[src/rtl/instruction_fetch_unit_pkg.sv]
// Shared definitions for the instruction fetch unit.
//   if_state_e : fetch FSM states (IDLE, FETCH, HOLD, DRAIN)
//   pc_sel_e   : next-PC mux select used by fetch_pc_reg
//   NOP_WORD and MIPS opcode constants used by fetch/decode neighbours
//   word_align : clears the two byte-offset bits of an address
package instruction_fetch_unit_pkg;

  typedef enum logic [1:0] {
    IF_IDLE  = 2'd0,
    IF_FETCH = 2'd1,
    IF_HOLD  = 2'd2,
    IF_DRAIN = 2'd3
  } if_state_e;

  typedef enum logic [1:0] {
    PC_HOLD   = 2'd0,
    PC_INC    = 2'd1,
    PC_BRANCH = 2'd2
  } pc_sel_e;

  localparam logic [31:0] NOP_WORD = 32'h0000_0000;
  localparam logic [5:0]  OP_RTYPE = 6'h00;
  localparam logic [5:0]  OP_LW    = 6'h23;
  localparam logic [5:0]  OP_SW    = 6'h2B;
  localparam logic [5:0]  OP_BEQ   = 6'h04;

  function automatic logic [31:0] word_align(input logic [31:0] addr);
    return {addr[31:2], 2'b00};
  endfunction

endpackage

[src/rtl/instruction_fetch_unit_pc_reg.sv]
// fetch_pc_reg: program counter register and its next-PC mux.
//   clk, rst_n    : clock, async active-low reset (loads RESET_PC)
//   pc_sel        : PC_HOLD keeps the PC, PC_INC loads inc_base+4,
//                   PC_BRANCH loads branch_target with bits [1:0] cleared
//   inc_base      : address the +4 increment is taken from
//   branch_target : redirect address
//   pc_q          : current PC
//   pc_d          : PC value for the next cycle (lets the caller latch it early)
module fetch_pc_reg
  import instruction_fetch_unit_pkg::*;
#(
  parameter logic [31:0] RESET_PC = 32'h0000_0000
) (
  input  logic        clk,
  input  logic        rst_n,
  input  pc_sel_e     pc_sel,
  input  logic [31:0] inc_base,
  input  logic [31:0] branch_target,
  output logic [31:0] pc_q,
  output logic [31:0] pc_d
);

  always_comb begin
    pc_d = pc_q;
    case (pc_sel)
      PC_INC:    pc_d = inc_base + 32'd4;  // wraps modulo 2^32
      PC_BRANCH: pc_d = word_align(branch_target);
      default:   pc_d = pc_q;
    endcase
  end

  always_ff @(posedge clk or negedge rst_n) begin
    if (!rst_n) pc_q <= word_align(RESET_PC);
    else        pc_q <= pc_d;
  end

endmodule

[src/rtl/instruction_fetch_unit.sv]
// instruction_fetch_unit: fetch stage feeding the decoder.
//   clk, rst_n                 : clock, async active-low reset
//   imem_req/imem_addr         : word read request, held until imem_ack
//   imem_ack/imem_rdata        : read response (may arrive same cycle as req)
//   if_valid/if_instr/if_pc/if_pc_plus4 : held instruction to decode
//   id_ready                   : decoder takes the held instruction
//   branch_taken/branch_target : redirect; flushes held instruction and
//                                discards an in-flight fetch
//   fetch_count                : instructions handed to decode (wraps)
module instruction_fetch_unit
  import instruction_fetch_unit_pkg::*;
#(
  parameter logic [31:0] RESET_PC = 32'h0000_0000,
  parameter int          CNT_W    = 32
) (
  input  logic             clk,
  input  logic             rst_n,
  output logic             imem_req,
  output logic [31:0]      imem_addr,
  input  logic             imem_ack,
  input  logic [31:0]      imem_rdata,
  output logic             if_valid,
  output logic [31:0]      if_instr,
  output logic [31:0]      if_pc,
  output logic [31:0]      if_pc_plus4,
  input  logic             id_ready,
  input  logic             branch_taken,
  input  logic [31:0]      branch_target,
  output logic [CNT_W-1:0] fetch_count
);

  if_state_e        state_q, state_d;
  pc_sel_e          pc_sel;
  logic [31:0]      pc_q, pc_d;
  logic [31:0]      req_addr_q, req_addr_d;
  logic             if_valid_q, if_valid_d;
  logic [31:0]      if_instr_q, if_instr_d;
  logic [31:0]      if_pc_q, if_pc_d;
  logic [31:0]      if_pc_plus4_q, if_pc_plus4_d;
  logic [CNT_W-1:0] fetch_count_q, fetch_count_d;

  fetch_pc_reg #(.RESET_PC(RESET_PC)) u_pc_reg (
    .clk           (clk),
    .rst_n         (rst_n),
    .pc_sel        (pc_sel),
    .inc_base      (req_addr_q),
    .branch_target (branch_target),
    .pc_q          (pc_q),
    .pc_d          (pc_d)
  );

  always_comb begin
    state_d       = state_q;
    pc_sel        = PC_HOLD;
    if_valid_d    = if_valid_q;
    if_instr_d    = if_instr_q;
    if_pc_d       = if_pc_q;
    if_pc_plus4_d = if_pc_plus4_q;
    fetch_count_d = fetch_count_q;
    case (state_q)
      IF_IDLE: state_d = IF_FETCH;
      IF_FETCH: begin
        if (branch_taken) begin
          pc_sel  = PC_BRANCH;
          // Without an ack the old request must stay up until it completes.
          state_d = imem_ack ? IF_FETCH : IF_DRAIN;
        end else if (imem_ack) begin
          pc_sel        = PC_INC;
          if_valid_d    = 1'b1;
          if_instr_d    = imem_rdata;
          if_pc_d       = req_addr_q;
          if_pc_plus4_d = req_addr_q + 32'd4;
          state_d       = IF_HOLD;
        end
      end
      IF_HOLD: begin
        if (branch_taken) begin
          pc_sel     = PC_BRANCH;
          if_valid_d = 1'b0;
          state_d    = IF_FETCH;
        end else if (id_ready) begin
          if_valid_d    = 1'b0;
          fetch_count_d = fetch_count_q + CNT_W'(1);
          state_d       = IF_FETCH;
        end
      end
      IF_DRAIN: begin
        if (branch_taken) pc_sel = PC_BRANCH;
        if (imem_ack)     state_d = IF_FETCH;
      end
      default: state_d = IF_IDLE;
    endcase
    // The request address is latched whenever FETCH is (re)entered, so it
    // stays stable for the whole request even if the PC moves in DRAIN.
    req_addr_d = (state_d == IF_FETCH) ? pc_d : req_addr_q;
  end

  always_ff @(posedge clk or negedge rst_n) begin
    if (!rst_n) begin
      state_q       <= IF_IDLE;
      req_addr_q    <= word_align(RESET_PC);
      if_valid_q    <= 1'b0;
      if_instr_q    <= NOP_WORD;
      if_pc_q       <= 32'h0;
      if_pc_plus4_q <= 32'h0;
      fetch_count_q <= '0;
    end else begin
      state_q       <= state_d;
      req_addr_q    <= req_addr_d;
      if_valid_q    <= if_valid_d;
      if_instr_q    <= if_instr_d;
      if_pc_q       <= if_pc_d;
      if_pc_plus4_q <= if_pc_plus4_d;
      fetch_count_q <= fetch_count_d;
    end
  end

  assign imem_req    = (state_q == IF_FETCH) || (state_q == IF_DRAIN);
  assign imem_addr   = req_addr_q;
  assign if_valid    = if_valid_q;
  assign if_instr    = if_instr_q;
  assign if_pc       = if_pc_q;
  assign if_pc_plus4 = if_pc_plus4_q;
  assign fetch_count = fetch_count_q;

endmodule
[config.mk]
export PLATFORM = sky130hd
export DESIGN_NAME = instruction_fetch_unit
export DESIGN_NICKNAME = d
export VERILOG_FILES = /design/src/rtl/instruction_fetch_unit_pkg.sv /design/src/rtl/instruction_fetch_unit_pc_reg.sv /design/src/rtl/instruction_fetch_unit.sv
export SDC_FILE = /design/constraint.sdc
export NUM_CORES = 1
export LEC_CHECK = 0
export BUFFER_PORTS_ARGS = -buffer_cell sky130_fd_sc_hd__buf_2
export CAP_MARGIN = 20
export CORE_ASPECT_RATIO = 1.75
export CORE_MARGIN = 3
export CORE_UTILIZATION = 35
export CTS_BUF_LIST = sky130_fd_sc_hd__clkbuf_8 sky130_fd_sc_hd__clkbuf_16
export DETAILED_ROUTE_END_ITERATION = 16
export PLACE_DENSITY_LB_ADDON = 0.3
export SLEW_MARGIN = 20
export SYNTH_ARGS = -nofsm -noshare
export SYNTH_HDL_FRONTEND = slang
export SYNTH_SLANG_ARGS = --single-unit
[constraint.sdc]
create_clock -name clk -period 5.4 [get_ports clk]
set_input_delay 1.35 -clock clk [delete_from_list [all_inputs] [get_ports clk]]
set_output_delay 1.35 -clock clk [all_outputs]
set_load 0.01 [all_outputs]
# ---- After elaboration in Yosys (flattened, before gate mapping)
# Index checks and enable logic that the tools add are counted.
dict set report op_classes {
  addsub 2
  n_eq_ne 9
  mux 17
  bitwise 1
  n_reduce_logical 7
}
# cell n
set op_table {}
lappend op_table {{32-bit one-hot mux with 2 select lines} 1}
lappend op_table {{32-bit by 1-bit adder with 32-bit output (second input constant)} 1}
lappend op_table {{32-bit by 3-bit adder with 32-bit output (second input constant)} 1}
lappend op_table {{2-bit 2-to-1 mux} 8}
lappend op_table {{2-bit one-hot mux with 4 select lines} 1}
lappend op_table {{2-bit by 1-bit == test with 1-bit output (second input constant)} 3}
lappend op_table {{2-bit == test (second input constant)} 3}
lappend op_table {{3-bit AND reduction} 2}
lappend op_table {{1-bit 2-to-1 mux} 5}
lappend op_table {{2-bit != test (second input constant)} 2}
lappend op_table {{2-bit one-hot mux with 2 select lines} 1}
lappend op_table {{4-bit AND reduction} 1}
lappend op_table {{3-bit != test (second input constant)} 1}
lappend op_table {{2-bit zero test} 1}
lappend op_table {{1-bit one-hot mux with 2 select lines} 1}
lappend op_table {{2-bit nonzero test} 1}
lappend op_table {{2-bit OR reduction} 1}
lappend op_table {{1-bit logical OR} 1}
lappend op_table {{1-bit inverter} 1}
dict set report totals {
  regBits 195
  out_inout_bits 162
}

# ---- Depth between registers and ports, before layout
dict set report depth {
  ltp_word 5
  mapped_depth 14
}

# ---- Modules after synthesis
# Synthesis repeated with hierarchy kept, for this count alone.
dict set report hier_totals {
  hier_cells 864
  area_unflattened_um2 8670.8
}
# mod instances cells_each area_per_inst_um2 seq_area_each_um2
set modules_own_cells {}
lappend modules_own_cells {instruction_fetch_unit 1 647 6712.7 4028.9}
lappend modules_own_cells {fetch_pc_reg 1 217 1958.1 800.8}

# ---- Worst setup path before layout
# No wires, ideal clock.
dict set report synth_timing {
  kind {input port to flip-flop}
  from {input branch_taken}
  to {register req_addr_q[16] (netlist: imem_addr[16])}
  arrival_ns 3.728
  path_slack_ns 1.589
  stages 12
  cell_sequence {nand4bb_1 > clkbuf_1 > clkbuf_1 > clkbuf_1 > ha_1 > clkbuf_1 > nor2b_1 > clkbuf_1 > clkbuf_1 > a22oi_1 > a21boi_0 > o21ai_0}
}
dict set report synth_via {
  elab_chain_cells 4
  word_cells_on_any_way 10
}
# element line_no
set synth_lines {}
lappend synth_lines {{start, declared} instruction_fetch_unit.sv:27} ;# input logic branch_taken,
lappend synth_lines {{2-bit 2-to-1 mux, on equally long branches} {instruction_fetch_unit.sv:63, instruction_fetch_unit.sv:77, instruction_fetch_unit.sv:88}}
lappend synth_lines {{2-bit one-hot mux with 2 select lines} instruction_fetch_unit.sv:60} ;# case (state_q)
lappend synth_lines {{2-bit == test or 2-bit by 1-bit == test with 1-bit output (tied branches)} instruction_fetch_unit_pc_reg.sv:25} ;# case (pc_sel)
lappend synth_lines {{32-bit one-hot mux with 2 select lines} instruction_fetch_unit_pc_reg.sv:25}
lappend synth_lines {{end signal, assigned} instruction_fetch_unit.sv:101} ;# req_addr_q <= word_align(RESET_PC);
lappend synth_lines {{end signal, assigned} instruction_fetch_unit.sv:109} ;# req_addr_q <= req_addr_d;
lappend synth_lines {{end, declared} instruction_fetch_unit.sv:35} ;# logic [31:0] req_addr_q, req_addr_d;
# Parallel ways exist; a longest one is shown, timed or not.
# A chain may end at the register's enable or synchronous reset.

# ---- Worst setup path after layout
dict set report layout_timing {
  from {input branch_taken}
  to {register req_addr_q[10] (netlist: imem_addr[10])}
}
dict set report layout_via {
  elab_chain_cells 4
  word_cells_on_any_way 10
}
# element line_no
set layout_lines {}
lappend layout_lines {{2-bit 2-to-1 mux, on equally long branches} {instruction_fetch_unit.sv:63, instruction_fetch_unit.sv:77, instruction_fetch_unit.sv:88}}
lappend layout_lines {{2-bit one-hot mux with 2 select lines (*)} instruction_fetch_unit.sv:60}
lappend layout_lines {{2-bit == test or 2-bit by 1-bit == test with 1-bit output (tied branches)} instruction_fetch_unit_pc_reg.sv:25}
lappend layout_lines {{32-bit one-hot mux with 2 select lines (*)} instruction_fetch_unit_pc_reg.sv:25}
lappend layout_lines {{net pc_d[10]} instruction_fetch_unit.sv:34} ;# logic [31:0] pc_q, pc_d;
# Mark *: on every way through the listed nets, which the timed path passes. The rest lies on a longest branch.

==> summary.txt <==
Detailed routing
  – DR pass1 iterations: 4
  – WL final: 24,500 um
  – ANT nets after route: 0
  – Drt wl/cell: 17.8 um
  – Vias per Instance: 4.97
  – Vias: just under 7,000
  – DRC Markers: 0
  – DR iter-0 viols: between 200 and 300

Power
  – Pleak: 5.28 nW
  – Maximum vdd drop: 0.252 mV
  – Pwr Density: 420 nW/um^2

Worst setup path
  – Reg2reg path depth: 8
  – Crit path DAT: between 3000 and 4000 ps
  – Critical Path Source Type: primary input
  – Worst setup path startpoint: branch_taken
  – Worst setup endpoint: imem_addr[10]
  – R2R Setup Slk: approximately 2500 ps
  – RR Startpoint: state_q[1]
  – CP endpoint kind: register
  – CP Max Fanout: 38
  – Critical R2R Capture: imem_addr[10]
  – Critical path type: in -> reg
  – Worst Path Required: between 5000 and 6000 ps

STA
  – RSZ-0062 raised after global routing: false
  – Achievable frequency: 0.284 GHz
  – Slew Viols, Final: 0
  – Worst slew margin: 41.7%
  – Min cycle time layout: approximately 3500 ps
  – Final Setup Violations: 0
  – WHS: 465 ps
  – Fin. Hold Viols: 0
  – TNS Setup: 0 ps
  – Final period util: around two thirds
  – Fin Clk Skew: about 12 ps
  – Worst-Margin Slew: 867 ps

Global routing
  – Antenna violations before repair: 0
  – First-pass GRT wire length: 37,900 um
  – GRT Residual Overflow: 0
  – Total GRT Usage: 19.1%
  – Largest net degree at the start of global routing: 124
  – Vias in the first global route: between 6,000 and 7,000

Synthesis
  – Synth unique cells: 48
  – Mapped Cells: roughly 850
  – Syn_area_per_cell: 9.88 um^2
  – Register bit total from synthesis: 193
  – Post-synth EDFFs: 0
  – Post-synth net total: 925
  – Sequential area share after synthesis: a little under three fifths
  – Yosys warns: 0
  – Synth Flop Type: dfrtp_1
  – Asr flop ratio synth: 100%
  – Synth Cell Area: 8420 um^2

CTS
  – Post CTS Setup Buffer Count: 0
  – TritonCTS buffer count: 17
  – TritonCTS clock tree: built
  – Clock sink count: 193
  – H-tree levels: 4
  – CTS root buf: clkbuf_16
  – Later-pin clock latency in the skew report: 450 ps
  – Clock transition at the registers of the reported paths: about 70 ps
  – Max clock buf depth: 2
  – Hold-fix buffers, CTS: 0
  – Post-CTS Resized: 0

Finish
  – # diodes: 0
  – Finished Core Util: between 40% and 50%
  – Area grow syn2layout: 23.6%
  – Final net count: 1,132
  – Final Cell Area: 10,400 um^2
  – Cell Count, Final, Fillers Out: 1,375
  – Layout cell share with drive strength beyond 1: approximately 27%

Placement
  – Inst Count DP: 1,344
  – Placement Cell Area: 9870 um^2
  – Routability cong.: between 0.7 and 0.8
  – PortBufs: around 230
  – Post-DP HPWL: roughly 17,000 um

Floorplanning
  – Die X: 123 um
  – Core Area: about 24,000 um^2
  – Initial Utilization: 35.8%
  – Die span in y: about 210 um
  – Top-Level Pins: 231
  – Die area: 26,000 um^2
  – Site Rows: 74

Status
  – Outcome: finished clean

Min path
  – Worst hold path class: reg -> reg

Run
  – Max-Cap Viols: 0
[synthesized netlist by cell type (all sizes together), types with 4 or more instances]
cell    count  area share [%]
ha          4            0.59
mux2       10             1.3
buf         9            0.64
dfrtp     193              57
xor2       14             1.5
nand4      20             1.7
and3        6            0.45
a21oi      16            0.95
o31a       14             1.5
clkbuf     42             1.9
o21ai      92             5.5
nor2       29             1.3
a21boi      6            0.54
nand2     216             9.6
o22ai      15             1.1
nor4        6            0.45
nand3      26             1.5
inv        23             1.0
xnor2      45             4.7
a22oi      29             2.6
and4        7            0.73
nor3        7            0.61
[critical path, cell delays in order]
cell	delay, ps
buf_2	150
nand4bb_4	450
ha_1	460
buf_4	410
inv_1	130
nand2_1	110
buf_4	300
o21ai_0	180
mux2_2	280
[worst min path at each step]
stage / start / endpoint / slack [ps] / depth (start not counted)
2_1_floorplan: u_pc_reg.pc_q[8] / u_pc_reg.pc_q[8] / 450 / 2
3_3_place_gp: if_instr[29] / if_instr[29] / 450 / 2
3_5_place_dp: if_pc[8] / if_pc[8] / 460 / 2
4_1_cts: if_instr[9] / if_instr[9] / 470 / 2
5_1_grt: if_pc_plus4[3] / if_pc_plus4[3] / 490 / 2
6_report: if_pc[5] / if_pc[5] / 460 / 2
[stage by stage]
| stage | power, mW | setup slack [ps] |
|---|---|---|
| 2_1_floorplan | 2.64 | 1590 |
| 3_3_place_gp | 3.22 | 1410 |
| 3_5_place_dp | 3.25 | 1350 |
| 4_1_cts | 4.45 | 1830 |
| 5_1_grt | 4.66 | 1700 |
| 6_report | 4.37 | 1880 |
[flip-flops by register name (all words and copies together), names as in the netlist]
signal,flops
fetch_count,32
u_pc_reg.pc_q,32
if_pc_plus4,30
imem_addr,32
if_pc,32
if_instr,32
if_valid,1
state_q,2
[cell type report]
cell class                 instances  area [um^2]
sequential                       193         4830
clock inverter                    11         67.6
multi-input combinational        585         3330
clock buffer                      20          467
timing repair buffer             239         1250
tap                              304          380
inverter                          23         86.3
fill                            2341        13100
[power by group]
part           leakage, nW  switching (mW)  internal [mW]
registers             2.54           0.254           1.79
logic                 2.46           0.697          0.457
clock network        0.278           0.560          0.619
[metal layers]
metal	up-vias	track usage (%)	routed length, um
met4	0	8.15	778
li1	3328	-	-
met1	3294	21.7	9520
met2	180	33.9	13000
met3	36	4.53	1200
met5	-	0	0
[logic make-up after synthesis]
kind of cell             count (synthesis)  synth area share (%)
AND/OR/NAND/NOR                        332                  18.1
flip-flops                             193                  57.4
AO/OA/AOI/OAI                          180                  12.9
buffers and inverters                   74                  3.54
XOR/XNOR                                59                  6.14
multiplexers                            10                  1.34
adder cells (fa/ha/maj)                  4                 0.595
[cell usage in the layout (no fill, tap or decap), types with 17 or more instances in the layout]
master and instances:
nand3_1 26, clkbuf_16 17, dfrtp_1 193, buf_2 227
xnor2_1 45, o21ai_0 92, inv_1 24, a22oi_1 29
nand2_1 216, nor2_1 28, nand4_1 19
Note: power is estimated with default switching activity, not from simulation.
